<file path="src/rtl/jtag_idcode_reader.sv">
// Host-side JTAG master: resets the TAP, which selects IDCODE, then shifts the ID register out of TDO.
// TMS/TDI move only on TCK falling edges. TDO is sampled on TCK rising edges.
module jtag_idcode_reader #(
    parameter int ID_WIDTH = 32,
    parameter int CLK_DIV  = 4
) (
    input  logic                clk,
    input  logic                rst_n,
    input  logic                start,
    input  logic                TDO,
    output logic                TCK,
    output logic                TMS,
    output logic                TDI,
    output logic                busy,
    output logic                done,
    output logic [ID_WIDTH-1:0] ID_code,
    output logic                ID_valid
);
    localparam int MAXCNT = (ID_WIDTH > 5) ? ID_WIDTH : 5;
    localparam int CNT_W  = $clog2(MAXCNT + 1);
    localparam int DIV_W  = $clog2(CLK_DIV + 1);
    localparam logic [DIV_W-1:0] DIV_LAST = DIV_W'(CLK_DIV - 1);

    typedef enum logic [2:0] {IDLE, RESET_WALK, GOTO_SHIFT, SHIFT, EXIT, DONE} state_t;

    state_t              state_q, state_d;
    logic [DIV_W-1:0]    div_q, div_d;
    logic [CNT_W-1:0]    cnt_q, cnt_d;
    logic                tck_q, tck_d;
    logic                tms_q, tms_d;
    logic [ID_WIDTH-1:0] sh_q, sh_d;
    logic [ID_WIDTH-1:0] id_q, id_d;
    logic                valid_q, valid_d;

    function automatic logic [CNT_W-1:0] last_period(state_t s);
        case (s)
            RESET_WALK: last_period = CNT_W'(4);
            GOTO_SHIFT: last_period = CNT_W'(3);
            SHIFT:      last_period = CNT_W'(ID_WIDTH - 1);
            default:    last_period = CNT_W'(1);
        endcase
    endfunction

    function automatic state_t next_phase(state_t s);
        case (s)
            RESET_WALK: next_phase = GOTO_SHIFT;
            GOTO_SHIFT: next_phase = SHIFT;
            SHIFT:      next_phase = EXIT;
            EXIT:       next_phase = DONE;
            default:    next_phase = IDLE;
        endcase
    endfunction

    // TMS level for the TCK period identified by (state, period index).
    function automatic logic tms_for(state_t s, logic [CNT_W-1:0] c);
        case (s)
            GOTO_SHIFT: tms_for = (c == CNT_W'(1));
            SHIFT:      tms_for = (c == CNT_W'(ID_WIDTH - 1));
            EXIT:       tms_for = (c == '0);
            default:    tms_for = 1'b1;
        endcase
    endfunction

    always_comb begin
        state_d = state_q;
        div_d   = div_q;
        cnt_d   = cnt_q;
        tck_d   = tck_q;
        tms_d   = tms_q;
        sh_d    = sh_q;
        id_d    = id_q;
        valid_d = valid_q;
        case (state_q)
            IDLE, DONE: begin
                tms_d   = 1'b1;
                tck_d   = 1'b0;
                div_d   = '0;
                cnt_d   = '0;
                state_d = start ? RESET_WALK : IDLE;
            end
            default: begin
                if (div_q != DIV_LAST) begin
                    div_d = div_q + DIV_W'(1);
                end else begin
                    div_d = '0;
                    tck_d = ~tck_q;
                    if (!tck_q) begin
                        if (state_q == SHIFT) sh_d = {TDO, sh_q[ID_WIDTH-1:1]};
                    end else begin
                        // Falling edge closes a TCK period: advance and present TMS for the next one.
                        if (cnt_q == last_period(state_q)) begin
                            cnt_d   = '0;
                            state_d = next_phase(state_q);
                        end else begin
                            cnt_d = cnt_q + CNT_W'(1);
                        end
                        tms_d = tms_for(state_d, cnt_d);
                        if (state_d == DONE) begin
                            id_d    = sh_q;
                            valid_d = sh_q[0] & ~(&sh_q);
                        end
                    end
                end
            end
        endcase
    end

    always_ff @(posedge clk or negedge rst_n) begin
        if (!rst_n) begin
            state_q <= IDLE;
            div_q   <= '0;
            cnt_q   <= '0;
            tck_q   <= 1'b0;
            tms_q   <= 1'b1;
            sh_q    <= '0;
            id_q    <= '0;
            valid_q <= 1'b0;
        end else begin
            state_q <= state_d;
            div_q   <= div_d;
            cnt_q   <= cnt_d;
            tck_q   <= tck_d;
            tms_q   <= tms_d;
            sh_q    <= sh_d;
            id_q    <= id_d;
            valid_q <= valid_d;
        end
    end

    assign TCK      = tck_q;
    assign TMS      = tms_q;
    assign TDI      = 1'b1;
    assign busy     = (state_q != IDLE) && (state_q != DONE);
    assign done     = (state_q == DONE);
    assign ID_code  = id_q;
    assign ID_valid = valid_q;
endmodule

</file>
<file path="config.mk">
export PLATFORM = sky130hd
export DESIGN_NAME = jtag_idcode_reader
export DESIGN_NICKNAME = d
export VERILOG_FILES = /design/src/rtl/jtag_idcode_reader.sv
export SDC_FILE = /design/constraint.sdc
export NUM_CORES = 1
export LEC_CHECK = 0
export BUFFER_PORTS_ARGS = -buffer_cell sky130_fd_sc_hd__buf_2
export CORE_AREA = 5 5 102 104
export CTS_BUF_LIST = sky130_fd_sc_hd__clkbuf_2 sky130_fd_sc_hd__clkbuf_4 sky130_fd_sc_hd__clkbuf_8
export DETAILED_ROUTE_END_ITERATION = 7
export DIE_AREA = 0 0 107 109
export GPL_ROUTABILITY_DRIVEN = 0
export HOLD_SLACK_MARGIN = 0.15
export PLACE_DENSITY_LB_ADDON = 0.15
export SETUP_SLACK_MARGIN = 0.1
export SYNTH_ARGS = -nofsm -noshare
export SYNTH_HDL_FRONTEND = slang
export SYNTH_SLANG_ARGS = --single-unit
</file>
<file path="constraint.sdc">
create_clock -name clk -period 2.2 [get_ports clk]
set_input_delay 0.44 -clock clk [delete_from_list [all_inputs] [get_ports clk]]
set_output_delay 0.44 -clock clk [all_outputs]
set_load 0.005 [all_outputs]
</file>
==> impl_results.md <==
- Post-Place Cells: 423
- Worst slack at placement: 0.190 ns
- Final setup viols: 0
- Synth async-reset ratio: 100%
- Via count: 2337
- Area growth, synth to finish: 21.1%
- Setup Skew: 0.0108 ns
- I/O Buffers: 40
- Cells taking the most area after synthesis: dfrtp_1 54%, mux2_4 12%, mux2_2 11%, nand4_1 1.9%, nand2_1 1.5%
- Final setup margin: 0.177 ns
- First-pass DRT Iterations: 4
- Worst path max stage delay: 0.42 ns
- DR WL/cell: 16.7 um
- Slew Limit Fails: 0
- VDD IR max: 0.340 mV
- Critical Path Source Type: flip-flop
- Crit path kind: reg -> reg
- Delay-heaviest family, CP: flip-flops
- Post-synth EDFFs: 0
- Clock Tree Root: clkbuf_8
- Post-Layout Cell Count: 455
- Clock sink total: 79
- Tcrit/Tclk final: 92.0%
- Clock latency on the worst-skew pair: 0.33 ns
- Status: completed
- Hold path start: TDO
- Hold path cells: 2
- Most frequent cells after synthesis: 78 x dfrtp_1, 36 x mux2_2, 28 x mux2_4
- Synth top area share: 53.7%
- Nets@finish: 342
- Largest net degree at the start of global routing: 47
- DP HPWL: 4.66 mm
- CTS Buf Count: 9
- Worst r2r path cells: 7
- Post-synth top area cell: dfrtp_1
- Longest Clk Path Bufs: 2
- Yosys warning total: 0
- Synthesis-stage register bit count: 79
- Most used cell, CP: nor2_2
- Register clock-pin slew on the reported worst setup and hold paths: 0.08 ns
- Fill cells: 884
- R2R setup slack: 0.18 ns
- Chip width: 107 um
- IO Count: 42
- CTS tree: done
- Synth Instances: 275
- CP Capture Type: flip-flop
- Crit Path Max Fanout: 8
- CP Data Arrival Time: 2.24 ns
- Setup TNS: 0 ns
- Instance count on the critical path: 7
- Slowest CP cell: dfrtp_1
- Multi-input gate area: 1570 um2
- Die ar.: 11700 um2
- Post-Syn Nets: 281
- Maxcap violations: 0
- Hold EP: sh_q[31]$_DFFE_PN0P_
- CP Data Required Time: 2.42 ns
- Endpoints failing hold: 0
- N_diodes: 0
- Die height: 109 um
- WL final: 7.61 mm
- R2r startpoint: cnt_q[0]$_DFFE_PN0P_
- Antenna-violating nets left: 0
- Min-Delay Path Class: in -> reg
- Iter 0 DRT Violations: 102
- Reg area: 1980 um2
- PD cells: 874 nW/um2
- FF-to-FF End: ID_code[1]$_DFFE_PN0P_
- Vias in the first global route: 2334
- Drt via density: 5.14
- Mean Syn Cell Area: 13.2 um2
- Count leader, synth: dfrtp_1
- Initial antenna violation count: 0
- Row count: 36
- Max Freq: 494 MHz
- Leak: 2.26 nW
- DR DRC count: 0
- Core Footprint: 9460 um2
- Hold slack: 0.338 ns
- Main synth FF type: dfrtp_1
- Post-route minimum period: 2.02 ns
- First-pass GRT wire length: 12.0 mm
- Layout cells sized above 1: 47.8%
- Crit path buf inv count: 2
- RSZ-0062 raised after global routing: no
- Initial Utilization: 38.4%
- CP cell instances: buf_6 -> nor2_2 -> nor2_2 -> o32ai_4 -> nand4_4 -> clkbuf_16 -> mux2_4
- Post-synth cell types: 45
- CTS H-tree lvls: 3
- Syn Std Cell Area: 3630 um2
- GRT Overall Usage: 12.9%
- Seq/Total Area, Yosys: 54.4%
- Congestion Overflow GR: 0
[logic make-up after synthesis]
| family | after synthesis | synth area share, % |
|---|---|---|
| mux | 64 | 22.7 |
| other cells | 1 | 0.103 |
| fa+ha+maj | 2 | 0.688 |
| buf+inv | 20 | 3.06 |
| compound gates | 33 | 6.68 |
| flops | 79 | 54.4 |
| simple gates | 72 | 11.4 |
| xor+xnor | 4 | 0.964 |
[repair_timing]
action | in CTS | in global routing
hold buffers | 1 | 0
endpoints found under the hold margin | 32 | 0
cloned | 0 | 4
setup buffers | 0 | 11
setup endpoints to repair | 1 | 35
pin swaps | 0 | 4
gates resized for setup | 1 | 11
[per-layer routing]
layer	up-vias	share of wire, %	routed length, um	GRT usage, %
met3	2	3.3	248	3.32
met4	0	0.49	37	3.84
li1	1115	-	-	-
met1	1173	49	3710	18.0
met2	47	48	3620	19.8
met5	-	0	0	0
[cells in the final DEF, fill, tap and decap left out, types with 4 or more instances in the layout]
cell type and n:
dfrtp_1 76, buf_2 39, mux2_2 36, mux2_4 28, buf_4 19, nand2_1 15, nand4_1 11, a21oi_1 10
nor2_1 9, clkbuf_8 9, nand3_1 7, o21ai_0 6, buf_6 4
[through the flow]
stage               util [%]  area, um2  total power, mW
floorplan                  -       3630             2.32
global placement        42.3       4000             2.58
detailed placement      42.3       4000             2.58
CTS                     44.6       4210             3.67
global route            46.5       4400             4.07
finish                  46.5       4400             3.84
[where the power goes]
part / total (mW) / switching (mW) / internal, mW
clock: 1.07 / 0.522 / 0.551
sequential: 1.69 / 0.125 / 1.56
combinational: 1.08 / 0.548 / 0.537
[sequential cells by signal, indices dropped and copies added (netlist names)]
signal    flops
cnt_q         6
state_q       3
ID_code      32
sh_q         32
ID_valid      1
TMS           1
div_q         3
TCK           1
[how the worst max path moves through the flow]
stage / start / to / slack (ns)
floorplan: state_q[0]$_DFFE_PN0P_ / ID_code[0]$_DFFE_PN0P_ / 0.29
global placement: state_q[2]$_DFFE_PN0P_ / ID_code[24]$_DFFE_PN0P_ / 0.20
detailed placement: state_q[2]$_DFFE_PN0P_ / ID_code[2]$_DFFE_PN0P_ / 0.19
CTS: state_q[2]$_DFFE_PN0P_ / ID_code[28]$_DFFE_PN0P_ / 0.16
global route: state_q[2]$_DFFE_PN0P_ / ID_code[29]$_DFFE_PN0P_ / 0.11
finish: cnt_q[0]$_DFFE_PN0P_ / ID_code[1]$_DFFE_PN0P_ / 0.18
[area by class of cell]
type	instances	share of cell area, %
tap	114	3.24
sequential	79	45.0
clock buffer	11	3.16
inverter	2	0.171
timing repair buffer	68	11.4
clock inverter	5	1.28
multi-input combinational	176	35.7
(Power assumes the default switching activity.)
